File: src/rtl/axi_rr_arbiter.sv
// axi_rr_arbiter: round-robin arbiter sharing one valid/ready/last data
// channel between N requesters and a single slave. One requester owns the
// channel at a time; ownership is released on a last beat or after
// MAX_BURST beats, followed by one mandatory idle cycle.
module axi_rr_arbiter #(
    parameter int N         = 4,
    parameter int DW        = 32,
    parameter int MAX_BURST = 4
) (
    input  logic                 clk,
    input  logic                 reset,
    input  logic [N-1:0]         req_valid,
    input  logic [N*DW-1:0]      req_data,
    input  logic [N-1:0]         req_last,
    output logic [N-1:0]         req_ready,
    output logic                 m_valid,
    output logic [DW-1:0]        m_data,
    output logic                 m_last,
    output logic [$clog2(N)-1:0] m_src,
    input  logic                 m_ready,
    output logic [N-1:0]         grant,
    output logic                 busy
);

    localparam int SW = $clog2(N);
    localparam int CW = $clog2(MAX_BURST + 1);

    localparam logic [0:0]    ST_IDLE  = 1'b0;
    localparam logic [0:0]    ST_GRANT = 1'b1;
    localparam logic [N-1:0]  ONE_HOT0 = {{(N-1){1'b0}}, 1'b1};
    localparam logic [CW-1:0] CNT_MAX  = CW'(MAX_BURST);
    localparam logic [CW-1:0] CNT_ONE  = CW'(1);
    localparam logic [SW-1:0] LW_INIT  = SW'(N - 1);

    logic [0:0]    state_r;
    logic [N-1:0]  grant_r;
    logic [SW-1:0] src_r;
    logic [CW-1:0] beat_cnt_r;
    logic [SW-1:0] last_winner_r;

    logic          found_s;
    logic [SW-1:0] winner_s;
    logic          beat_s;
    logic [CW-1:0] cnt_inc_s;
    logic          release_s;

    assign grant     = grant_r;
    assign m_src     = src_r;
    assign busy      = (state_r == ST_GRANT);
    assign beat_s    = m_valid & m_ready;
    assign cnt_inc_s = beat_cnt_r + CNT_ONE;
    assign release_s = beat_s & (m_last | (cnt_inc_s == CNT_MAX));

    // Round-robin search: first valid requester after the last winner, wrapping.
    always_comb begin
        found_s  = 1'b0;
        winner_s = '0;
        for (int k = 1; k <= N; k++) begin
            if (!found_s && req_valid[(int'(last_winner_r) + k) % N]) begin
                found_s  = 1'b1;
                winner_s = SW'((int'(last_winner_r) + k) % N);
            end else begin
                found_s  = found_s;
            end
        end
    end

    // Combinational pass-through of the granted requester; zeros while idle.
    always_comb begin
        m_valid   = 1'b0;
        m_data    = '0;
        m_last    = 1'b0;
        req_ready = '0;
        if (state_r == ST_GRANT) begin
            m_valid   = req_valid[src_r];
            m_data    = req_data[int'(src_r) * DW +: DW];
            m_last    = req_last[src_r];
            req_ready = grant_r & {N{m_ready}};
        end else begin
            m_valid   = 1'b0;
        end
    end

    // Grant state machine, beat counter and round-robin pointer.
    always_ff @(posedge clk) begin
        if (reset) begin
            state_r       <= ST_IDLE;
            grant_r       <= '0;
            src_r         <= '0;
            beat_cnt_r    <= '0;
            last_winner_r <= LW_INIT;
        end else begin
            case (state_r)
                ST_IDLE: begin
                    if (found_s) begin
                        state_r    <= ST_GRANT;
                        grant_r    <= ONE_HOT0 << winner_s;
                        src_r      <= winner_s;
                        beat_cnt_r <= '0;
                    end else begin
                        state_r    <= ST_IDLE;
                    end
                end
                ST_GRANT: begin
                    if (release_s) begin
                        state_r       <= ST_IDLE;
                        grant_r       <= '0;
                        beat_cnt_r    <= '0;
                        last_winner_r <= src_r;
                    end else if (beat_s) begin
                        beat_cnt_r    <= cnt_inc_s;
                    end else begin
                        beat_cnt_r    <= beat_cnt_r;
                    end
                end
                default: begin
                    state_r    <= ST_IDLE;
                    grant_r    <= '0;
                    beat_cnt_r <= '0;
                end
            endcase
        end
    end

endmodule

File: config.mk
export PLATFORM = sky130hd
export DESIGN_NAME = axi_rr_arbiter
export DESIGN_NICKNAME = d
export VERILOG_FILES = /design/src/rtl/axi_rr_arbiter.sv
export SDC_FILE = /design/constraint.sdc
export NUM_CORES = 1
export LEC_CHECK = 0
export BUFFER_PORTS_ARGS = -buffer_cell sky130_fd_sc_hd__buf_4
export CAP_MARGIN = 20
export CORE_ASPECT_RATIO = 1.75
export CORE_UTILIZATION = 35
export CTS_CLUSTER_SIZE = 14
export DETAILED_ROUTE_END_ITERATION = 7
export PLACE_DENSITY_LB_ADDON = 0.12
export SLEW_MARGIN = 40
export SYNTH_ARGS = -nofsm -noshare
export SYNTH_HDL_FRONTEND = slang
export SYNTH_SLANG_ARGS = --single-unit
File: constraint.sdc
create_clock -name clk -period 2.21 [get_ports clk]
set_input_delay 0 -clock clk [delete_from_list [all_inputs] [get_ports clk]]
set_output_delay 0 -clock clk [all_outputs]
set_load 0.05 [all_outputs]
# [Word level (Yosys, flattened, before mapping)]
# Index checks and enable logic that the tools add are counted.
[classes] addsub=5 magnitude_cmp=5 n_eq_ne=4 n_shift=2 n_mux=38 bitwise_logic=9 reduce_logical=14
[op_table] cell="$shiftx A128 B8 Y32" count=1
[op_table] cell="$mux W32" count=1
[op_table] cell="$mux W1" count=18
[op_table] cell="$lt A3 B4 Y1 const B" count=4
[op_table] cell="$bmux W1 S2" count=6
[op_table] cell="$mux W4" count=3
[op_table] cell="$mux W3" count=3
[op_table] cell="$mux W2" count=4
[op_table] cell="$pmux W4 S2" count=1
[op_table] cell="$reduce_and A2 Y1" count=4
[op_table] cell="$reduce_or A2 Y1" count=4
[op_table] cell="$pmux W3 S2" count=1
[op_table] cell="$add A2 B1 Y2 const B" count=2
[op_table] cell="$add A2 B2 Y2 const B" count=2
[op_table] cell="$and A1 B1 Y1 const A" count=4
[op_table] cell="$and A4 B4 Y4" count=1
[op_table] cell="$shl A1 B2 Y4 const A" count=1
[op_table] cell="$add A3 B1 Y3 const B" count=1
[op_table] cell="$eq A3 B3 Y1 const B" count=1
[op_table] cell="$logic_and A1 B1 Y1" count=3
[op_table] cell="$logic_not A1 Y1" count=3
[op_table] cell="$lt A2 B3 Y1 const B" count=1
[op_table] cell="$ne A3 B1 Y1 const B" count=1
[op_table] cell="$and A1 B1 Y1" count=2
[op_table] cell="5 further kinds" count=5
[word_totals] reg_bits=12 in_bits=139 output_inout_bits=45 wordCells=82

# [Depth between registers and ports, before layout]
[depth] ltp_word=19 ltp_mapped=5 mapped_depth_nobuf=5

# [Worst setup path after synthesis]
# No wires, ideal clock.
[synth_timing] kind="reg2reg" startpoint="reg src_r[0], in the netlist m_src[0]" endpoint="reg beat_cnt_r[0]" setup_ns=0.071 arrival_time_ns=2.045 required_time_ns=2.139 slack_ns=0.095 path_stages_with_launch=6 path_buffers=1 synth_period_minus_slack_ns=2.115 cell_sequence="dfxtp_1 -> buf_6 -> mux4_2 -> a21oi_4 -> or3b_1 -> a21oi_1"
[synth_between] elab_chain_len=7 elab_cells_between_ends=13 cone_classes="eq/ne (1); mux (8); bitwise (3); reduce/logical (1)"
[synth_lines] element="from (decl)" line_no="37" rtl="logic [SW-1:0] src_r;"
[synth_lines] element="from (signal assigned)" line_no="98" rtl="src_r <= winner_s;"
[synth_lines] element="$bmux W1 S2, on equally long branches" line_no="75, 77"
[synth_lines] element="$mux W1, on equally long branches" line_no="75, 77"
[synth_lines] element="$mux W1" line_no="74" rtl="if (state_r == ST_GRANT) begin"
[synth_lines] element="$and A1 B1 Y1 or $or A1 B1 Y1 (tied branches)" line_no="50, 52"
[synth_lines] element="$and A1 B1 Y1" line_no="52" rtl="assign release_s = beat_s & (m_last | (cnt_inc_s == CNT_MAX));"
[synth_lines] element="$mux W3 or $ne A3 B1 Y1 (tied branches)"
[synth_lines] element="$pmux W3 S2 or $reduce_and A2 Y1 (tied branches)"
[synth_lines] element="to (signal assigned)" line_no="111" rtl="beat_cnt_r <= cnt_inc_s;"
[synth_lines] element="to (signal assigned)" line_no="113" rtl="beat_cnt_r <= beat_cnt_r;"
[synth_lines] element="to (decl)" line_no="38" rtl="logic [CW-1:0] beat_cnt_r;"
# Parallel ways exist; a longest one is shown, timed or not. The select of a mux whose other input is x is not followed.
# A chain may end at the register's enable or synchronous reset.

# [Worst setup path after layout]
[layout_timing] startpoint="reg src_r[0], in the netlist m_src[0]" endpoint="reg grant_r[2], in the netlist grant[2]"
[layout_between] elab_chain_len=7 elab_cells_between_ends=11 cone_classes="eq/ne (1); mux (6); bitwise (3); reduce/logical (1)"
[layout_lines] element="$bmux W1 S2, on equally long branches" line_no="75, 77"
[layout_lines] element="$mux W1, on equally long branches" line_no="75, 77"
[layout_lines] element="$mux W1" line_no="74"
[layout_lines] element="$and A1 B1 Y1 or $or A1 B1 Y1 (tied branches)" line_no="50, 52"
[layout_lines] element="$and A1 B1 Y1 *" line_no="52"
[layout_lines] element="$ne A2 B1 Y1 (no line) *"
[layout_lines] element="$reduce_and A2 Y1 (no line) *"
[layout_lines] element="to (signal assigned)" line_no="97" rtl="grant_r <= ONE_HOT0 << winner_s;"
[layout_lines] element="to (decl)" line_no="36" rtl="logic [N-1:0] grant_r;"
# Mark *: on every way between the ends. The rest lies on a longest branch, timed or not. The select of a mux whose other input is x is not followed.

==> summary.md <==
| Metric | Value |
|---|---|
| Max Transition Viols Final | 0 |
| TritonCTS clock tree | built |
| Ys Warns | 0 |
| Drt drc | 0 |
| Worst-Margin Slew | 0.463 ns |
| Data required, critical path | 2.35 ns |
| CTS Sinks | 12 |
| Initial antenna violation count | 0 |
| Syn nets | 300 |
| Post-route ant nets | 0 |
| Gpl congestion | 0.814 |
| Post-synth top area share | 44.9% |
| Hold path depth | 2 |
| Starting DRT DRC Count | 29 |
| Core ar. | 4670 sq um |
| IR drop worst, VDD | 0.440 mV |
| Worst skew pair latency | 0.24 ns |
| Fmax | 553 MHz |
| Initial DRT Pass Iterations | 4 |
| Area post-placement | 3130 sq um |
| Worst Path Max Fanout | 29 |
| Outcome | completed |
| Finish-stage setup viols | 0 |
| Setup TNS Final | 0 ns |
| Post-route clock period utilization | 81.8% |
| Share of layout cells above drive strength 1 | 68.5% |
| Mapped Cells | 159 |
| Top-Level Pins | 184 |
| HPWL after detailed placement | 5.73 mm |
| Largest net degree at the start of global routing | 30 |
| Final cell utilization of the core | 68.3% |
| EDFF count, synth | 0 |
| Root Buffer | clkbuf_8 |
| CP Data Arrival Time | 1.94 ns |
| PortBufs | 183 |
| Post-synth top flop | dfxtp_1 |
| Synth async-reset ratio | 0% |
| # resized after CTS | 0 |
| Number of fillers in the final layout | 396 |
| Synth top area cells | mux4_2, dfxtp_1, and2_1, and3_1, clkbuf_1 |
| Total wire length | 6.98 mm |
| CTS Hold Bufs | 0 |
| Min Hold Slack | 0.0126 ns |
| Tmin final | 1.81 ns |
| Synth cell types | 38 |
| Power Dens Cells | 434 nW/um^2 |
| Clock-pin slew on the worst setup and hold paths | 0.06 ns |
| Post-route clock skew | 0.00315 ns |
| Commonest cells after routing, fill and taps aside | buf_4, and2_1, mux4_2 |
| Area leader, netlist | mux4_2 |
| Via-to-Cell Ratio | 5.48 |
| HP Class | primary input to flip-flop |
| Total CTS buffers | 3 |
| Power consumption | 1.38 mW |
| Worst Reg-to-Reg Cells | 5 |
| Number of global-route vias before repair | 2,101 |
| Crit Path Category | flip-flop to flip-flop |
| Initial Util | 36.5% |
| Full die area | 5160 sq um |
| CP Launch Type | flip-flop |
| Overall routing resource usage | 26.2% |
| First-pass GRT wire length | 9.87 mm |
| P&R area growth vs syn | 87.1% |
| Die width | 54.7 microns |
| Synthesized flop and latch total | 12 |
| Post-DR wirelength/cell | 17.9 microns |
| RSZ-0062 raised after global routing | false |
| Sequential share of the synthesized area | 14.1% |
| Die Y | 94.3 microns |
| Antenna cells | 0 |
| H-tree depth | 1 |
| Avg Inst Size Synth | 10.7 sq um |
| Postcts setup bufs | 0 |
| CTS max path bufs | 2 |
| Slew Limit Headroom | 69.1% |
| Final hold vios | 0 |
| Via count | 2,133 |
| Gr ovfl total | 0 |
| Leakage | 1.52 nW |
| NumNets Final | 479 |
| Cell area after synthesis | 1700 sq um |
| Max cap viols | 0 |
| Final instance area | 3190 sq um |
| Setup crit end kind | flip-flop |
| Most common cell after layout, fill and taps aside | buf_4 |
| Core Rows | 33 |
[synthesized netlist by cell type, drive strengths merged (2+ instances only)]
library cell	number
a21oi	7
a32o	2
and2	35
and3	6
buf	6
clkbuf	9
dfxtp	12
ha	2
inv	3
mux4	34
nand2	5
nand2b	3
nand3	3
nor2	7
nor2b	3
nor4	2
o2111ai	2
o21ai	2
[path summary, 6_finish.rpt]
path / from / endpoint / slack [ns]
worst max register to register: m_src[0]$_SDFFE_PP0P_ / grant[2]$_SDFFE_PP0P_ / 0.40
worst min register to register: beat_cnt_r[2]$_SDFFE_PP0P_ / beat_cnt_r[2]$_SDFFE_PP0P_ / 0.50
worst max-delay path: m_src[0]$_SDFFE_PP0P_ / grant[2]$_SDFFE_PP0P_ / 0.40
worst min-delay path: reset / m_src[0]$_SDFFE_PP0P_ / 0.01
[worst max-delay path, cell delays in order (launching register included)]
cell,delay [ns]
dfxtp_2,0.37
buf_12,0.24
mux4_2,0.28
nand3_2,0.18
or2_2,0.38
a32o_1,0.23
[power by group]
part           total (mW)  switching [mW]  internal (mW)
Sequential          0.243          0.0135          0.229
Clock               0.245          0.0877          0.158
Combinational       0.896           0.460          0.436
Total                1.38           0.561          0.823
[flip-flops by register name (all words and copies together), names as in the netlist]
register / count
busy: 1
last_winner_r: 2
m_src: 2
grant: 4
beat_cnt_r: 3
[area by class of cell]
cell class | instances | area [sq um] | share of cell area [%]
Timing Repair Buffer | 189 | 1430 | 44.9
Inverter | 3 | 11.3 | 0.353
Multi-Input combinational cell | 129 | 1380 | 43.4
Tap cell | 52 | 65.1 | 2.04
Sequential cell | 12 | 241 | 7.57
Clock buffer | 4 | 55.1 | 1.73
[layer usage]
| metal | track usage [%] | vias to the layer above | share of wire, % |
|---|---|---|---|
| met3 | 6.63 | 17 | 10 |
| li1 | - | 986 | - |
| met1 | 25.8 | 1008 | 31 |
| met4 | 8.33 | 0 | 2.4 |
| met2 | 49.4 | 122 | 56 |
| met5 | 0 | - | 0 |
[stage by stage]
stage               instances  setup slack, ns
floorplan                 159           0.0945
global placement          385            0.450
detailed placement        385            0.383
CTS                       389            0.375
global route              389            0.290
finish                    389            0.401
[cells by family (layout without fill, tap and decap cells)]
kind of cell / count (synthesis) / in the layout / synth area share [%]
compound gates: 20 / 20 / 8.67
flops: 12 / 12 / 14.1
mux: 35 / 35 / 45.5
fa+ha+maj: 2 / 2 / 1.47
simple gates: 71 / 71 / 25.0
buf+inv: 18 / 196 / 4.70
xor+xnor: 1 / 1 / 0.514
(Power assumes the default switching activity.)
